===== src/rtl/alu_mc_core.sv =====
// Multi-cycle 8-bit ALU: single-cycle logic/arith ops, iterative shift-add multiply,
// optional restoring divide enabled by the ALU_MC_CORE_DIV_EN macro.
module alu_mc_core (
    input  logic        clk,
    input  logic        rst,
    input  logic        start,
    input  logic [7:0]  a,
    input  logic [7:0]  b,
    input  logic [3:0]  s,
    output logic [15:0] out,
    output logic        busy,
    output logic        done,
    output logic        err
);

    typedef enum logic [1:0] {IDLE, CALC, DONE} state_t;

    state_t      state, state_nxt;
    logic [7:0]  op_a;
    logic [7:0]  sreg;
    logic [15:0] acc;
    logic [2:0]  cnt;
    logic        is_multi;
    logic        err_single;
    logic [15:0] mul_acc;

    function automatic logic [15:0] alu_single(input logic [7:0] x, input logic [7:0] y,
                                               input logic [3:0] op);
        logic signed [8:0] diff;
        logic [15:0]       r;
        diff = $signed({1'b0, x}) - $signed({1'b0, y});
        r    = 16'h0000;
        case (op)
            4'd0:    r = {7'b0, {1'b0, x} + {1'b0, y}};
            4'd1:    r = {{7{diff[8]}}, diff};
            4'd2:    r = {8'h00, x & y};
            4'd3:    r = {8'h00, x | y};
            4'd4:    r = {8'h00, x ^ y};
            4'd5:    r = {8'h00, ~x};
            4'd6:    r = {7'b0, x, 1'b0};
            4'd7:    r = {8'h00, 1'b0, x[7:1]};
            4'd10:   r = {14'b0, (x > y), (x == y)};
            4'd11:   r = {7'b0, {1'b0, x} + 9'd1};
            4'd12:   r = {7'b0, {1'b0, x} - 9'd1};
            4'd13:   r = {8'h00, ~(x & y)};
            4'd14:   r = {8'h00, ~(x | y)};
            4'd15:   r = {8'h00, ~(x ^ y)};
            default: r = 16'h0000;
        endcase
        return r;
    endfunction

`ifdef ALU_MC_CORE_DIV_EN
    logic [7:0] op_b;
    logic [3:0] op_s;
    logic [8:0] rem_sh;
    logic [8:0] div_rem;
    logic       div_ge;
    logic [7:0] div_q;

    assign is_multi   = (s == 4'd8) || (s == 4'd9);
    assign err_single = 1'b0;

    // Restoring step: remainder lives in acc[8:0], dividend shifts out of sreg as quotient shifts in.
    assign rem_sh  = {acc[7:0], sreg[7]};
    assign div_ge  = (rem_sh >= {1'b0, op_b});
    assign div_rem = div_ge ? (rem_sh - {1'b0, op_b}) : rem_sh;
    assign div_q   = {sreg[6:0], div_ge};
`else
    assign is_multi   = (s == 4'd8);
    assign err_single = (s == 4'd9);
`endif

    assign mul_acc = acc + (sreg[0] ? ({8'h00, op_a} << cnt) : 16'h0000);

    assign busy = (state != IDLE);
    assign done = (state == DONE);

    always_ff @(posedge clk or posedge rst) begin
        if (rst) state <= IDLE;
        else     state <= state_nxt;
    end

    always_comb begin
        state_nxt = state;
        case (state)
            IDLE:    if (start) state_nxt = is_multi ? CALC : DONE;
            CALC:    if (cnt == 3'd7) state_nxt = DONE;
            DONE:    state_nxt = IDLE;
            default: state_nxt = IDLE;
        endcase
    end

    always_ff @(posedge clk or posedge rst) begin
        if (rst) begin
            out  <= 16'h0000;
            err  <= 1'b0;
            op_a <= 8'h00;
            sreg <= 8'h00;
            acc  <= 16'h0000;
            cnt  <= 3'd0;
`ifdef ALU_MC_CORE_DIV_EN
            op_b <= 8'h00;
            op_s <= 4'h0;
`endif
        end else begin
            case (state)
                IDLE: if (start) begin
                    op_a <= a;
                    cnt  <= 3'd0;
                    acc  <= 16'h0000;
                    sreg <= (s == 4'd8) ? b : a;
`ifdef ALU_MC_CORE_DIV_EN
                    op_b <= b;
                    op_s <= s;
`endif
                    if (!is_multi) begin
                        out <= alu_single(a, b, s);
                        err <= err_single;
                    end
                end
                CALC: begin
                    cnt <= cnt + 3'd1;
`ifdef ALU_MC_CORE_DIV_EN
                    if (op_s == 4'd9) begin
                        acc  <= {7'b0, div_rem};
                        sreg <= div_q;
                        if (cnt == 3'd7) begin
                            out <= (op_b == 8'h00) ? 16'hFFFF : {div_rem[7:0], div_q};
                            err <= (op_b == 8'h00);
                        end
                    end else
`endif
                    begin
                        acc  <= mul_acc;
                        sreg <= {1'b0, sreg[7:1]};
                        if (cnt == 3'd7) begin
                            out <= mul_acc;
                            err <= 1'b0;
                        end
                    end
                end
                default: ;
            endcase
        end
    end

endmodule


===== config.mk =====
export PLATFORM = sky130hd
export DESIGN_NAME = alu_mc_core
export DESIGN_NICKNAME = d
export VERILOG_FILES = /design/src/rtl/alu_mc_core.sv
export SDC_FILE = /design/constraint.sdc
export NUM_CORES = 1
export LEC_CHECK = 0
export ABC_AREA = 1
export ABC_CLOCK_PERIOD_IN_PS = 3200
export CAP_MARGIN = 20
export CORE_ASPECT_RATIO = 1.4
export CORE_UTILIZATION = 60
export CTS_CLUSTER_SIZE = 12
export DETAILED_ROUTE_END_ITERATION = 6
export GPL_TIMING_DRIVEN = 0
export PLACE_DENSITY = 0.81
export SKIP_CTS_REPAIR_TIMING = 1
export SLEW_MARGIN = 30
export SYNTH_ARGS = -nofsm -noshare
export SYNTH_HDL_FRONTEND = slang
export SYNTH_SLANG_ARGS = --single-unit

===== constraint.sdc =====
create_clock -name clk -period 3.2 [get_ports clk]
set_input_delay 0.48 -clock clk [delete_from_list [all_inputs] [get_ports clk]]
set_output_delay 0.48 -clock clk [all_outputs]
set_load 0.05 [all_outputs]

# --- After elaboration in Yosys (flattened, before gate mapping) ---
# Cells that the tools add are included.
op_classes:
  shift: 1
  bitwise: 7
  order_cmp: 1
  n_reduce_logical: 8
  mux: 21
  add_sub_neg: 6
  eq_ne: 22
op_table:
  columns: ["cell", "count"]
  rows:
  - ["case mux 16 bit (14 select lines)", 1]
  - ["2-to-1 mux 16 bit", 5]
  - ["case mux 16 bit (2 select lines)", 2]
  - ["equality test 4 bit, second input constant", 8]
  - ["NOT 8 bit", 4]
  - ["adder 16 bit", 1]
  - ["equality test 4 x 3 -> 1 bit, second input constant", 4]
  - ["2-to-1 mux 8 bit", 2]
  - ["case mux 8 bit (2 select lines)", 1]
  - ["left shift 8 x 3 -> 16 bit", 1]
  - ["adder 8 x 1 -> 9 bit, second input constant", 1]
  - ["adder 8 x 8 -> 9 bit", 1]
  - ["subtractor 8 x 1 -> 9 bit, second input constant", 1]
  - ["subtractor 8 x 8 -> 9 bit", 1]
  - ["AND 8 bit", 1]
  - ["equality test 4 x 2 -> 1 bit, second input constant", 2]
  - ["equality test 8 bit", 1]
  - ["greater-than comparator 8 bit", 1]
  - ["bitwise OR 8 bit", 1]
  - ["XOR 8 bit", 1]
  - ["2-to-1 mux 2 bit", 3]
  - ["inequality test 2 bit, second input constant", 3]
  - ["case mux 3 bit (2 select lines)", 1]
  - ["AND reduction 2 bit", 3]
  - ["other kinds (13)", 16]
totals:
  out_inout_bits: 19
  elab_cells: 73
  ff_bits: 54
  inputBits: 23

# --- Depth between registers and ports, before layout ---
# Gate-level depths: netlist of run 1.
depth:
  ltp_word: 6
  mapped_depth: 18
  mapped_depth_nobuf: 18

# --- Worst setup path after synthesis of run 1 ---
# OpenSTA, ideal clock, no wires.
synth_path:
  path_kind: "input to register"
  startpoint: "in b[1]"
  endpoint: "reg out[7]"
  arrival_time_ps: 2286
  setup_slack_ps: 837
  n_path_buf: 0
  required_ps: 3123
  path_stages: 17
  setup_ps: 77
  cell_sequence: "inv_1 > ha_1 > nand3_1 > nor3_1 > xor2_1 > nand2_1 > nand2_1 > ha_1 > nand2_1 > inv_1 > a21oi_1 > nand2_1 > nand2_1 > nand3_1 > nand3_1 > nand2_1 > a21oi_1"
synth_via:
  elab_chain_len: 5
  elab_cells_between_ends: 6
  classes_between: "2 x add/sub; 4 x mux"
synth_rtl:
  columns: ["element", "line_no", "rtl"]
  rows:
  - ["start: declaration", "8", "input logic [7:0] b,"]
  - ["subtractor 8 x 8 -> 9 bit / adder 8 x 8 -> 9 bit (equally long branches)", "31, 34", null]
  - ["case mux 16 bit (14 select lines) (*)", "33", "case (op)"]
  - ["2-to-1 mux 16 bit (*)", "117", "if (!is_multi) begin"]
  - ["2-to-1 mux 16 bit (*)", "108", "IDLE: if (start) begin"]
  - ["case mux 16 bit (2 select lines) (*)", "107", "case (state)"]
  - ["end signal: assignment", "118", "out <= alu_single(a, b, s);"]
  - ["end signal: assignment", "138", "out <= mul_acc;"]
  - ["end: declaration", "10", "output logic [15:0] out,"]
# Mark *: on every way between the ends. The rest lies on a longest branch, timed or not. The select of a mux whose other input is x is not followed.
# A chain may end at the register's enable or synchronous reset.

# --- Final worst setup path of run 1 ---
layout_path:
  startpoint: "in s[0]"
  endpoint: "reg out[3]"
layout_via:
  elab_chain_len: 5
  elab_cells_between_ends: 21
  classes_between: "15 x eq/ne; 4 x mux; 2 x reduce/logical"
layout_rtl:
  columns: ["element", "line_no", "rtl"]
  rows:
  - ["start: declaration", "9", "input logic [3:0] s,"]
  - ["equality test 4 bit, or another cell as far along", "33", null]
  - ["case mux 16 bit (14 select lines)", "33", null]
  - ["2-to-1 mux 16 bit", "117", null]
  - ["2-to-1 mux 16 bit", "108", null]
  - ["case mux 16 bit (2 select lines)", "107", null]
# Parallel ways exist; a longest one is shown, timed or not. The select of a mux whose other input is x is not followed.

==> results of run 1 <==
-- placed cells by master (no fill, tap or decap), drive strengths merged, types with 2 or more instances in the layout --
cell / n
xnor2: 2
inv: 98
fa: 3
nor4: 3
nand4: 11
nand3b: 6
nor3: 6
dfrtp: 54
nor2: 101
a22o: 2
ha: 51
clkbuf: 12
xor2: 4
clkdlybuf4s50: 41
nand3: 68
o211ai: 5
clkinv: 2
buf: 10
o22ai: 9
or2: 3
a21o: 2
o21ai: 66
a21oi: 52
nand2: 272
-- cell type report --
cell class / instances / share of cell area (%)
Timing Repair Buffer: 42 / 7.22
Tap cell: 105 / 2.16
Clock inverter: 2 / 0.619
Buffer: 15 / 1.32
Multi-Input combinational cell: 673 / 58.1
Clock buffer: 6 / 2.12
Sequential cell: 54 / 22.3
Inverter: 100 / 6.23
-- layer usage --
layer	vias up	global-route usage (%)	routed length [um]
li1	2849	-	-
met1	2698	37.4	5910
met2	221	72.6	8940
met3	87	5.44	909
met4	0	26.0	1140
met5	-	0	0
-- through the flow --
step / instances / util, %
after floorplan: 842 / -
after global placement: 988 / 68.2
after detailed placement: 989 / 68.6
after CTS: 997 / 70.5
after global routing: 997 / 70.5
final: 997 / 70.5
-- state kept, by name (all words and copies together), names as in the netlist --
register / flops
state: 2
sreg: 8
acc: 16
op_a: 8
out: 16
err: 1
cnt: 3
-- cell families after synthesis --
group | share of synthesized area, %
AO/OA/AOI/OAI | 14.5
XOR/XNOR | 0.986
adder cells (fa/ha/maj) | 13.1
buffers and inverters | 8.54
flip-flops | 25.4
multiplexers | 0.188
AND/OR/NAND/NOR | 37.3
-- worst reg2reg max path: cells and delay by family (launching register included) --
kind | cells | cell delay [ps]
buffers and inverters | 2 | 450
AOI/OAI and AO/OA | 3 | 620
DFF | 1 | 350
adders and majority gates | 1 | 390
and+or+nand+nor | 9 | 1110
-- final timing paths --
kind / from / end / slack, ps
setup / recovery: s[0] / out[3] / 160
hold / removal: rst / out[3] / 430
setup reg to reg: cnt[0] / out[12] / 210
hold reg to reg: sreg[1] / sreg[1] / 490
max in group asynchronous: rst / err / 2320
min in group clk: sreg[1] / sreg[1] / 490
-- synthesized netlist by cell type, types with 6 or more instances --
master      n
nand3_1    68
o22ai_1     9
nor2_1     92
nand4_1    11
inv_1      91
ha_1       51
o21ai_0    64
nand2_2    10
nand3b_1    6
nand2_1   262
nor3_1      6
clkbuf_1    6
buf_2       7
a21oi_1    51
dfrtp_1    54
nor2_2      6
inv_2       7
-- power by group --
group	internal (mW)	switching [mW]
Clock	0.370	0.253
Sequential	0.865	0.120
Combinational	0.531	1.10
Total	1.77	1.47
==> summary.txt, run 1 <==
STA
  – RSZ-0062 raised after global routing: no
  – Slew Limit Fails: 0
  – Crit path time final: 3040 ps
  – Relative slew slack: 57.7%
  – WHS: 427 ps
  – Fin. Hold Viols: 0
  – Setup TNS: 0 ps
  – Achievable frequency: 0.329 GHz
  – Final setup fails: 0
  – PnR worst setup slack: 157 ps
  – Clock skew: 5.13 ps
  – Worst-Margin Slew: 628 ps
  – Crit share post-route: 95.1%

Floorplanning
  – Initial core utilization: 61.9%
  – Die height: 114 um
  – Die width: 81.7 um
  – Die ar.: 0.00927 sq mm
  – Core area: 0.00861 sq mm
  – Top Ports: 42
  – # rows: 40

Synth
  – Net Count, Synth: 919
  – Cells after Synth: 842
  – YS warnings: 0
  – Yosys top cell area share: 25.4%
  – Post-synthesis sequential area ratio: 25.4%
  – Largest area contributor in the netlist: dfrtp_1
  – #FFs+latches synth: 54
  – Leading post-synthesis cells by cell area: dfrtp_1 (25%), nand2_1 (18%), ha_1 (12%), nor2_1 (6.5%), inv_1 (6.4%)
  – Mapped Area: 0.00533 sq mm
  – Main synth FF type: dfrtp_1
  – Synth async-reset ratio: 100%
  – Syn Area/Cell: 6.33 sq um
  – Post-synth EDFFs: 0
  – Count of cell types in the netlist: 38

Pwr
  – P_leak: 3.17 nW
  – Pwr/cell area: 534 mW/mm^2
  – Total power: 3.24 mW
  – Max IR drop VDD: 0.394 mV

Detailed routing
  – Routed wire per std cell: 16.9 um
  – Pre-Repair DR Iteration Count: 5
  – Via density: 5.87
  – Detailed Route Iter0 Violations: 360
  – Drt total wl: 16900 um
  – DRC errors left: 0
  – Post-detailed-route count of antenna-violating nets: 0
  – Vias: 5855

Setup path
  – Max FO, Critical Path: 9
  – CP delay by family, top: simple AND/OR/NAND/NOR gates
  – Slowest stage delay, CP: 550 ps
  – Crit path DAT: 3230 ps
  – Reg2Reg Depth: 15
  – Critical Path Source Type: primary input
  – CP Cell Sequence: clkdlybuf4s50_1, inv_1, nand2_1, nor2_1, inv_1, o21ai_0, ha_1, nand2_1, nand3_1, or2_2, nand3_1, nand4_1, a21oi_2, nor2_1
  – Setup CP Type: primary input to register
  – WP data required: 3390 ps
  – CP endpoint kind: register
  – WP buf/inv: 3
  – Levels on crit path: 14
  – Crit path max-delay cell type: clkdlybuf4s50_1

Job
  – Max-cap violations: 0

Global routing
  – Remaining global-route overflow: 0
  – Largest net degree at the start of global routing: 46
  – Initial antenna violation count: 0
  – Global Route Usage Sum: 38.6%
  – Global-route wire length before repair: 26800 um
  – Vias in the first global route: 5755

Placement
  – IO Port Bufs: 41
  – Placed Instance Area: 0.00590 sq mm
  – DP HPWL: 13600 um
  – Gp weighted congestion: 1.03
  – Dpl ws: -126 ps

Cells and area
  – Fillers: 786
  – Multi-input gate area: 0.00352 sq mm
  – Register area: 0.00135 sq mm
  – N_diodes: 0
  – Cell area after layout: 0.00607 sq mm
  – Share of layout cells above drive strength 1: 5.72%
  – Nets@finish: 968
  – Layout Area Growth over Synthesis: 13.8%

Min path
  – Hold crit path type: primary input to async pin

CTS
  – Clock sinks: 54
  – Clk root buf: clkbuf_16
  – Cts bufs inserted: 5
  – Clock Path Buffers: 2
  – H-tree depth: 2
  – CTS tree: built
  – Clock transition at path regs: 70 ps
  – Clock Latency Late Sink: 300 ps

Run status
  – Status: finished, final reports clean
Note: power is estimated with default switching activity, not from simulation.
==> inputs of run 2 (changes only) <==
- CAP_MARGIN: 20 -> 15
==> results of run 2 <==
No change in the layout: final DEF, timing and power equal those of run 1.
==> inputs of run 3 (changes only) <==
- TNS_END_PERCENT: default -> 10
==> results of run 3 <==
No change in the layout: final DEF, timing and power equal those of run 1.
